<file path="config.mk">
export PLATFORM = sky130hd
export DESIGN_NAME = div32s_seq_wrapper
export DESIGN_NICKNAME = d
export VERILOG_FILES = /design/src/rtl/div32s_pkg.sv /design/src/rtl/div32s_seq_step.sv /design/src/rtl/div32s_seq_wrapper.sv
export SDC_FILE = /design/constraint.sdc
export NUM_CORES = 1
export LEC_CHECK = 0
export CAP_MARGIN = 20
export CORE_MARGIN = 3
export CORE_UTILIZATION = 58
export DETAILED_ROUTE_END_ITERATION = 10
export GPL_TIMING_DRIVEN = 0
export PLACE_DENSITY = 0.78
export SLEW_MARGIN = 5
export SYNTH_ARGS = -nofsm -noshare
export SYNTH_HDL_FRONTEND = slang
export SYNTH_SLANG_ARGS = --single-unit
export TNS_END_PERCENT = 30
</file>
<file path="constraint.sdc">
create_clock -name clk -period 3.9 [get_ports clk]
set_clock_uncertainty 0.1 [all_clocks]
set_input_delay 0.78 -clock clk [delete_from_list [all_inputs] [get_ports clk]]
set_output_delay 0.78 -clock clk [all_outputs]
set_load 0.05 [all_outputs]
</file>
<file path="src/rtl/div32s_pkg.sv">
// Shared constants, FSM state type and magnitude helper for the sequential signed divider.
package div32s_pkg;

  localparam int unsigned DivWidth = 32;
  localparam int unsigned NumIter  = 32;
  localparam int unsigned CntWidth = 6;

  typedef enum logic [1:0] {
    StIdle,
    StCalc,
    StFix,
    StDone
  } state_e;

  // The most negative value maps to 2^31, which still fits the unsigned 32-bit field.
  function automatic logic [DivWidth-1:0] magnitude(input logic [DivWidth-1:0] v);
    return v[DivWidth-1] ? -v : v;
  endfunction

endpackage

</file>
<file path="src/rtl/div32s_seq_step.sv">
// One combinational restoring shift-subtract iteration on unsigned magnitudes.
module div32s_seq_step
  import div32s_pkg::*;
(
  input  logic [DivWidth:0]   rem,
  input  logic [DivWidth-1:0] quo,
  input  logic [DivWidth-1:0] dvsr,
  output logic [DivWidth:0]   rem_next,
  output logic [DivWidth-1:0] quo_next
);

  logic [DivWidth:0] shifted;
  logic [DivWidth:0] dvsr_ext;
  logic              fits;

  // Partial remainder stays below the divisor magnitude, so its top bit never feeds the shift.
  logic unused_rem_msb;
  assign unused_rem_msb = rem[DivWidth];

  assign shifted  = {rem[DivWidth-1:0], quo[DivWidth-1]};
  assign dvsr_ext = {1'b0, dvsr};
  assign fits     = (shifted >= dvsr_ext);
  assign rem_next = fits ? (shifted - dvsr_ext) : shifted;
  assign quo_next = {quo[DivWidth-2:0], fits};

endmodule

</file>
<file path="src/rtl/div32s_seq_wrapper.sv">
// Fixed-latency sequential signed divider with valid/ready handshakes on both sides.
// Optional div_by_zero output is enabled by defining DIV32S_SEQ_DBZ_FLAG_EN.
module div32s_seq_wrapper
  import div32s_pkg::*;
#(
  parameter int unsigned WIDTH = DivWidth
) (
  input  logic             clk,
  input  logic             rst_n,
  input  logic             in_valid,
  output logic             in_ready,
  input  logic [WIDTH-1:0] dividend,
  input  logic [WIDTH-1:0] divisor,
  output logic             out_valid,
  input  logic             out_ready,
  output logic [WIDTH-1:0] quotient,
  output logic [WIDTH-1:0] remainder
`ifdef DIV32S_SEQ_DBZ_FLAG_EN
  ,
  output logic             div_by_zero
`endif
);

  localparam logic [CntWidth-1:0] LastIter = CntWidth'(NumIter - 1);

  state_e              state_q, state_d;
  logic [CntWidth-1:0] cnt_q, cnt_d;
  logic [DivWidth:0]   rem_q, rem_d;
  logic [DivWidth-1:0] quo_q, quo_d;
  logic [DivWidth-1:0] dvsr_q, dvsr_d;
  logic [DivWidth-1:0] dvd_q, dvd_d;
  logic                neg_quo_q, neg_quo_d;
  logic                neg_rem_q, neg_rem_d;
  logic                dbz_q, dbz_d;
  logic [DivWidth-1:0] quotient_q, quotient_d;
  logic [DivWidth-1:0] remainder_q, remainder_d;

  logic [DivWidth:0]   step_rem;
  logic [DivWidth-1:0] step_quo;

  div32s_seq_step u_step (
    .rem      (rem_q),
    .quo      (quo_q),
    .dvsr     (dvsr_q),
    .rem_next (step_rem),
    .quo_next (step_quo)
  );

  always_comb begin
    state_d     = state_q;
    cnt_d       = cnt_q;
    rem_d       = rem_q;
    quo_d       = quo_q;
    dvsr_d      = dvsr_q;
    dvd_d       = dvd_q;
    neg_quo_d   = neg_quo_q;
    neg_rem_d   = neg_rem_q;
    dbz_d       = dbz_q;
    quotient_d  = quotient_q;
    remainder_d = remainder_q;

    unique case (state_q)
      StIdle: begin
        if (in_valid) begin
          state_d   = StCalc;
          cnt_d     = '0;
          rem_d     = '0;
          quo_d     = magnitude(dividend);
          dvsr_d    = magnitude(divisor);
          dvd_d     = dividend;
          neg_quo_d = dividend[WIDTH-1] ^ divisor[WIDTH-1];
          neg_rem_d = dividend[WIDTH-1];
          dbz_d     = (divisor == '0);
        end
      end
      StCalc: begin
        rem_d = step_rem;
        quo_d = step_quo;
        if (cnt_q == LastIter) begin
          cnt_d   = '0;
          state_d = StFix;
        end else begin
          cnt_d = cnt_q + CntWidth'(1);
        end
      end
      StFix: begin
        state_d = StDone;
        // Divide-by-zero bypasses the iteration result but keeps the same latency.
        if (dbz_q) begin
          quotient_d  = '1;
          remainder_d = dvd_q;
        end else begin
          quotient_d  = neg_quo_q ? -quo_q : quo_q;
          remainder_d = neg_rem_q ? -rem_q[DivWidth-1:0] : rem_q[DivWidth-1:0];
        end
      end
      StDone: begin
        if (out_ready) state_d = StIdle;
      end
      default: state_d = StIdle;
    endcase
  end

  always_ff @(posedge clk or negedge rst_n) begin
    if (!rst_n) begin
      state_q     <= StIdle;
      cnt_q       <= '0;
      rem_q       <= '0;
      quo_q       <= '0;
      dvsr_q      <= '0;
      dvd_q       <= '0;
      neg_quo_q   <= 1'b0;
      neg_rem_q   <= 1'b0;
      dbz_q       <= 1'b0;
      quotient_q  <= '0;
      remainder_q <= '0;
    end else begin
      state_q     <= state_d;
      cnt_q       <= cnt_d;
      rem_q       <= rem_d;
      quo_q       <= quo_d;
      dvsr_q      <= dvsr_d;
      dvd_q       <= dvd_d;
      neg_quo_q   <= neg_quo_d;
      neg_rem_q   <= neg_rem_d;
      dbz_q       <= dbz_d;
      quotient_q  <= quotient_d;
      remainder_q <= remainder_d;
    end
  end

`ifdef DIV32S_SEQ_DBZ_FLAG_EN
  logic dbz_flag_q;

  always_ff @(posedge clk or negedge rst_n) begin
    if (!rst_n) begin
      dbz_flag_q <= 1'b0;
    end else if (state_q == StFix) begin
      dbz_flag_q <= dbz_q;
    end
  end

  assign div_by_zero = dbz_flag_q;
`endif

  assign in_ready  = (state_q == StIdle);
  assign out_valid = (state_q == StDone);
  assign quotient  = quotient_q;
  assign remainder = remainder_q;

endmodule

</file>
* Word level (Yosys, flattened, before mapping)
Cells that the tools add are included.
Storage, ports and cells: register bits 203, bits in latches 0, bits in writable memories 0, ROM bits 0, bits of input ports 68, output and inout port bits 66, logic and storage cells 50, memories 0
Operators by class: add/sub/neg operators 6, multipliers 0, divide/modulo/power cells 0, order comparisons 1, equality and inequality tests 7, shifts and indexed selects 0, mux-type cells 18, bitwise logic cells 1, reduce and logical (&&, ||, !) cells 6
Operators with widths (number):
- $mux W32 | 9
- $neg A32 Y32 | 4
- $pmux W32 S2 | 2
- $ge A33 B32 Y1 | 1
- $logic_not A32 Y1 | 1
- $sub A32 B32 Y32 | 1
- $mux W6 | 2
- $pmux W6 S2 | 1
- $pmux W2 S4 | 1
- $add A6 B1 Y6 const B | 1
- $eq A6 B5 Y1 const B | 1
- $mux W2 | 3
- $eq A2 B2 Y1 const B | 2
- $ne A2 B2 Y1 const B | 2
- $reduce_and A2 Y1 | 2
- $reduce_and A3 Y1 | 1
- $eq A2 B1 Y1 const B | 1
- $logic_not A2 Y1 | 1
- $ne A2 B1 Y1 const B | 1
- $reduce_bool A2 Y1 | 1
- $xor A1 B1 Y1 | 1

* Depth between registers and ports, before layout
Gate-level depths: netlist (run 1).
word-level depth 4, depth in mapped cells 13, mapped depth without buffers 12

* Cells and area by module
From an unflattened synthesis (run 1), not the netlist that was laid out.
Second synthesis, totals: cell total of the unflattened synthesis 1512, area, all modules 13644.3 um^2
By module, submodules not included:
- div32s_seq_wrapper | times used 1, cells each 1143, area an instance 10872.9 um^2, sequential area each 5079.9 um^2
- div32s_seq_step | times used 1, cells each 369, area an instance 2771.4 um^2, sequential area each 0.0 um^2

* Worst setup path after synthesis (run 1)
Ideal clock, no wire load.
path type input -> register, from input port divisor[0], to register dvsr_q[30], setup time 0.129 ns, data arrival time 3.139 ns, required time 3.671 ns, path slack 0.532 ns, stages on the path 10, path buffers 0, cell sequence inv_1 ha_1 or3b_4 or4_4 nand2b_4 or4_4 nand2b_4 o41ai_2 xor2_1 o21ai_1
On the way: word-level cells in the longest chain between the ends 2
RTL lines:
- start, declared | RTL line div32s_seq_wrapper.sv:13 | input logic [WIDTH-1:0] divisor,
- $neg A32 Y32 | RTL line div32s_pkg.sv:17 | return v[DivWidth-1] ? -v : v;
- $mux W32 | RTL line div32s_pkg.sv:17
- end signal, assigned | RTL line div32s_seq_wrapper.sv:122 | dvsr_q <= dvsr_d;
- end, declared | RTL line div32s_seq_wrapper.sv:30 | logic [DivWidth-1:0] dvsr_q, dvsr_d;
No other way between the ends. A chain may end at the register's enable or synchronous reset.

* Worst setup path after layout (run 1)
Ends and elaborated chain as after synthesis.

==> results.cfg, run 1 <==
[route]
drt_wl_total_um = 39000
drt_iter0_markers = 970
wl_per_cell_um = 20.7
first_pass_iters = 7
viasPerCell = 6.25
vias = 11800
drtAntennaViolNets = 0
route.detailed.drc = 0

[critical_path]
start_kind = input pin
r2r_start = rem_q[19]
r2r_cells = 11
crit_start = divisor[0]
worstSetupPathType = in2reg
critPathMaxStageDelay_ns = 0.51
rrSetupSlack_ns = 0.26
crit_chain = clkdlybuf4s50_1 > inv_1 > ha_1 > or3b_4 > or4_4 > nand2b_4 > or4_4 > nand2b_4 > o41ai_2 > xor2_1 > o21ai_1
critPathRequiredTime_ns = 4.19
cp.depth = 11
path_buf_inv = 2
path_delay_family = simple AND/OR/NAND/NOR gates
path_max_fanout = 5
critPathCapture = dvsr_q[30]
cp_data_arrival_time_ns = 3.94
slowest_stage = or4_4
crit_path_end_kind = flop
r2r-end = rem_q[13]

[synth]
synth.top_cell.area_share = 0.401
synth_mux_area_frac = 0.0629
ys_types = 59
ys_ff_latch = 202
synth_most_common_cell = dfrtp_1
syn-cell-area_um2 = 12600
synthFlopType = dfrtp_1
synth_common_cells = dfrtp_1 (202), o21ai_0 (174), nand2_1 (168)
syn_area_per_cell_um2 = 8.78
ys_warn_count = 0
synth.largest_area_cell = dfrtp_1
synth_simple_gate_area_frac = 0.153
syn_nets = 1546
synth_compound_area_frac = 0.204
synth_top_family_by_area = compound AO/OA/AOI/OAI gates
yosysSeqAreaShare = 0.401
async_flop_share = 1.00
synthAdderAreaFrac = 0.0423
yosys.area_share.xor_xnor = 0.0979
netlist_top_cells_area = dfrtp_1 (40%), xor2_1 (7.1%), o21ai_0 (6.9%)
synth_edf_count = 0
synth_cells = 1436

[cts]
cts.clk_slew.worst_paths_ns = 0.06
clk_latency_ns = 0.52
hold_buffers = 0
cts.sinks = 202
max-clock-path-buffers = 3
cts_buffers = 22
post_cts_resized = 2
htree_levels = 1
post_cts_buffers = 0
cts_tree = yes
clockRootBuffer = clkbuf_16

[global_routing]
grt_overflow_total = 0
use_met3 = 0.0464
met2_usage = 0.519
grtUsageMet1 = 0.464
grt_max_degree = 103
track_usage = 0.327
grt_pass1_vias = 11400
grt_pass1_wl_um = 61900
top_usage_layer = met2
grt_antenna_before_repair = 0

[placement]
gp_congestion = 0.969
dpl_cell_area_um2 = 14300
dp_hpwl_um = 29100
port_buffers = 133

[timing]
report.final.slew_viol_count = 0
slew_headroom = 0.286
rsz0062_at_grt = no
fmaxAchievable_mhz = 274
tightest_slew_ns = 1.07
finalSetupViolCount = 0
final_hold_viol_count = 0
holdWs_ns = 0.216
finalCriticalPeriod_ns = 3.65
timing.final.crit_share = 0.936

[pwr]
vdd_drop_max_v = 0.000585
seqPwrFrac = 0.257
powerDensity_nw_per_um2 = 1070
power_mw = 16.1
clockPowerShare = 0.135
p_switching_mw = 8.01
combPwrFrac = 0.608
leakagePower_nw = 6.38
swShare = 0.496
internal_power_mw = 8.13

[floorplanning]
dieArea_um2 = 23500
rows = 53
core_um2 = 21200
dieHeight_um = 153
die_w_um = 153
ios = 134
start_util = 0.594

[run_status]
outcome = finished clean

[min_path]
hold_path.class = in2async

[final_layout]
nNetsFinal = 1704
final_area_um2 = 15100
num_antenna_cells = 0
drive_gt1_frac = 0.0690
syn_to_final_growth_pct = 19.8

[job]
timing.max_cap.violations = 0
-- through the flow --
step / TNS [ns] / instances / setup slack, ns / utilization
final: 0 / 1883 / 0.248 / 0.712
after floorplan: 0 / 1436 / 0.532 / -
after global routing: 0 / 1883 / 0.0430 / 0.712
after detailed placement: -5.32 / 1845 / -0.244 / 0.675
after global placement: -1306.32 / 1844 / -6.46 / 0.673
after CTS: 0 / 1883 / 0.0300 / 0.711
-- power by group through the flow --
stage / combinational, mW / sequential (mW) / clock, mW
after floorplan: 5.85 / 4.93 / 0
after global placement: 9.41 / 4.08 / 0
after detailed placement: 9.55 / 4.12 / 0
after CTS: 9.67 / 4.10 / 2.19
after global routing: 10.7 / 4.26 / 2.28
final: 9.81 / 4.14 / 2.18
-- cells in the final DEF, fill, tap and decap left out, drive strengths merged, types with 5 or more instances in the layout --
| cell type | instances |
|---|---|
| dfrtp | 202 |
| o21ai | 177 |
| nand2 | 168 |
| clkdlybuf4s50 | 132 |
| a21oi | 122 |
| nor2 | 110 |
| clkbuf | 103 |
| xor2 | 102 |
| inv | 54 |
| mux2 | 50 |
| ha | 41 |
| xnor2 | 39 |
| o31ai | 35 |
| mux2i | 23 |
| nor4 | 18 |
| nand3 | 17 |
| nor3 | 17 |
| o41ai | 17 |
| or4 | 17 |
| nand2b | 14 |
| or3 | 13 |
| a21o | 13 |
| a32oi | 13 |
| nand4 | 11 |
| a31oi | 11 |
| and3 | 8 |
| nor2b | 8 |
| o21a | 8 |
| buf | 7 |
| a211oi | 6 |
| and2 | 5 |
-- how the worst min path moves through the flow --
stage | start | to | slack (ns) | depth (start not counted)
floorplan | cnt_q[5] | cnt_q[5] | 0.34 | 1
global placement | dvsr_q[21] | dvsr_q[21] | 0.37 | 2
detailed placement | dvsr_q[10] | dvsr_q[10] | 0.37 | 2
CTS | rst_n | rem_q[19] | 0.25 | 1
global route | rst_n | cnt_q[3] | 0.26 | 1
finish | rst_n | cnt_q[0] | 0.22 | 1
-- cell type report --
| cell class | instances | area, um2 |
|---|---|---|
| Clock buffer | 32 | 669 |
| Tap cell | 275 | 344 |
| Multi-Input combinational cell | 1104 | 7090 |
| Sequential cell | 202 | 5050 |
| Buffer | 76 | 293 |
| Timing Repair Buffer | 134 | 1360 |
| Clock inverter | 6 | 91.3 |
| Inverter | 54 | 203 |
| Fill cell | 1709 | 6110 |
-- sequential cells by signal (all words and copies together) (netlist names) --
name	count
quo_q	32
remainder	32
dbz_q	1
neg_quo_q	1
rem_q	32
dvsr_q	32
dvd_q	32
quotient	32
state_q	2
cnt_q	6
-- per-layer routing --
layer  up-vias  share of wire
met4         0          0.037
met5         -              0
li1       5417              -
met2       559           0.46
met1      5688           0.42
met3        97          0.083
-- logic make-up after synthesis --
| family | Yosys count |
|---|---|
| muxes | 73 |
| DFF | 202 |
| and+or+nand+nor | 415 |
| buffers and inverters | 130 |
| AOI/OAI and AO/OA | 433 |
| adders and majority gates | 42 |
| xor gates and xnor gates | 141 |
Power figures use the tool's default switching activity.
==> inputs of run 2 (changes only) <==
CELL_PAD_IN_SITES_DETAIL_PLACEMENT = 1   (was default)
CELL_PAD_IN_SITES_GLOBAL_PLACEMENT = 1   (was default)
CORE_UTILIZATION = 44   (was 58)
==> run 2 against run 1 <==
Compared with the run above:
- clock power is 6% higher
- maximum frequency is 1.6% lower
- sequential cell count stayed put
- hold slack worse by 0.0098 ns
- critical endpoint unchanged
- largest cell class unchanged
==> results.cfg, run 2 (synthesis results as in run 1) <==
[timing]
slew_headroom = 0.323
holdWs_ns = 0.207
report.final.slew_viol_count = 0
fmaxAchievable_mhz = 269
timing.final.crit_share = 0.952
tightest_slew_ns = 1.02
layout_setup_ws_ns = 0.186
finalCriticalPeriod_ns = 3.71
final_hold_viol_count = 0
rsz0062_at_grt = yes
finalSetupTns_ns = 0
finalSetupViolCount = 0

[floorplanning]
rows = 61
dieArea_um2 = 30700
core_um2 = 28000
dieHeight_um = 175
ios = 134
start_util = 0.450
die_w_um = 175

[cts]
clockRootBuffer = clkbuf_16
htree_levels = 1
cts_tree = yes
cts_buffers = 24
clk_latency_ns = 0.53
cts.clk_slew.worst_paths_ns = 0.06
max-clock-path-buffers = 3
cts.sinks = 202
hold_buffers = 0

[final_layout]
syn_to_final_growth_pct = 21.1
num_antenna_cells = 0
final_cell_mix = dfrtp_1 (202), o21ai_0 (173), nand2_1 (167), clkdlybuf4s50_1 (132), a21oi_1 (122)
fillers = 3313
nNetsFinal = 1704
post-route-util = 0.545
drive_gt1_frac = 0.0708
final_common_cell = dfrtp_1
final_area_um2 = 15300
multi_input_area_um2 = 7100
seq_area_um2 = 5050
stdcell_count = 1989

[placement]
gp_congestion = 0.899
dp_hpwl_um = 33400
port_buffers = 133
dpl_cell_area_um2 = 14400
placedCellCount = 1948
pre_cts_ws_ns = -0.373

[critical_path]
r2r-end = rem_q[28]
worstSetupPathType = in2reg
cp_data_arrival_time_ns = 4.00
path_max_fanout = 5
rrSetupSlack_ns = 0.19
r2r_start = rem_q[25]
critPathRequiredTime_ns = 4.18
start_kind = input pin
crit_path_end_kind = flop
r2r_cells = 11

[route]
drt_iter0_markers = 872
drt_wl_total_um = 44100
route.detailed.drc = 0
viasPerCell = 5.83
wl_per_cell_um = 22.2
vias = 11600
first_pass_iters = 7
drtAntennaViolNets = 0

[global_routing]
grt_pass1_wl_um = 69200
grt_max_degree = 104
grt_overflow_total = 0
track_usage = 0.283
grt_antenna_before_repair = 1
grt_pass1_vias = 12300

[pwr]
powerDensity_nw_per_um2 = 1080
p_switching_mw = 8.32
vdd_drop_max_v = 0.000450
internal_power_mw = 8.19
power_mw = 16.5
seqPwrFrac = 0.250
leakagePower_nw = 6.39
clockPowerShare = 0.139
swShare = 0.504
combPwrFrac = 0.611

[min_path]
hold_path.class = in2async

[job]
timing.max_cap.violations = 0

[run_status]
outcome = finished clean
==> run 2: cell types whose count changed in the layout (fill, tap and decap cells not counted), sizes merged <==
cell / change
clkinvlp: +1
clkbuf: +2
buf: +1
bufinv: -1
==> run 2: worst max-delay path, cell delays in order <==
cell             delay (ns)
clkdlybuf4s50_1        0.44
inv_1                  0.13
ha_1                   0.19
or3b_4                 0.42
or4_4                  0.51
nand2b_4               0.17
or4_4                  0.47
nand2b_4               0.21
o41ai_2                0.36
xor2_1                 0.23
o21ai_1                0.09
==> run 2: repair_timing <==
| action | CTS | global route |
|---|---|---|
| gates resized for setup | 4 | 7 |
| setup endpoints to repair | 29 | 29 |
| buffers inserted | 0 | 0 |
==> run 2: worst max path at each step <==
stage                                to  startpoint  slack [ns]
final                        dvsr_q[30]  divisor[0]        0.19
after global routing          rem_q[25]   rem_q[25]       -0.02
after detailed placement      rem_q[25]    rem_q[3]       -0.37
after CTS                     rem_q[25]   rem_q[27]        0.04
after global placement    remainder[11]       rst_n       -6.80
after floorplan              dvsr_q[30]  divisor[0]        0.53
==> run 2: layout make-up <==
cell class,count,share of cell area
Multi-Input combinational cell,1104,0.465
Sequential cell,202,0.331
Timing Repair Buffer,134,0.0893
Clock buffer,37,0.0485
Tap cell,378,0.0310
Buffer,74,0.0185
Inverter,54,0.0133
Clock inverter,6,0.00377
==> run 2: power by group through the flow <==
stage                     Clock [mW]  Sequential [mW]  Combinational, mW
final                           2.30             4.13               10.1
after detailed placement           0             4.13               9.88
after global routing            2.41             4.26               11.0
after CTS                       2.32             4.11               10.0
after floorplan                    0             4.93               5.85
after global placement             0             4.08               9.61
==> run 2: routing by layer <==
metal / global-route usage / part of all wire / vias to the layer above
met3: 0.0378 / 0.047 / 59
met1: 0.379 / 0.44 / 5843
met2: 0.490 / 0.49 / 280
met5: 0 / 0.00029 / -
li1: - / - / 5403
met4: 0.0652 / 0.021 / 2
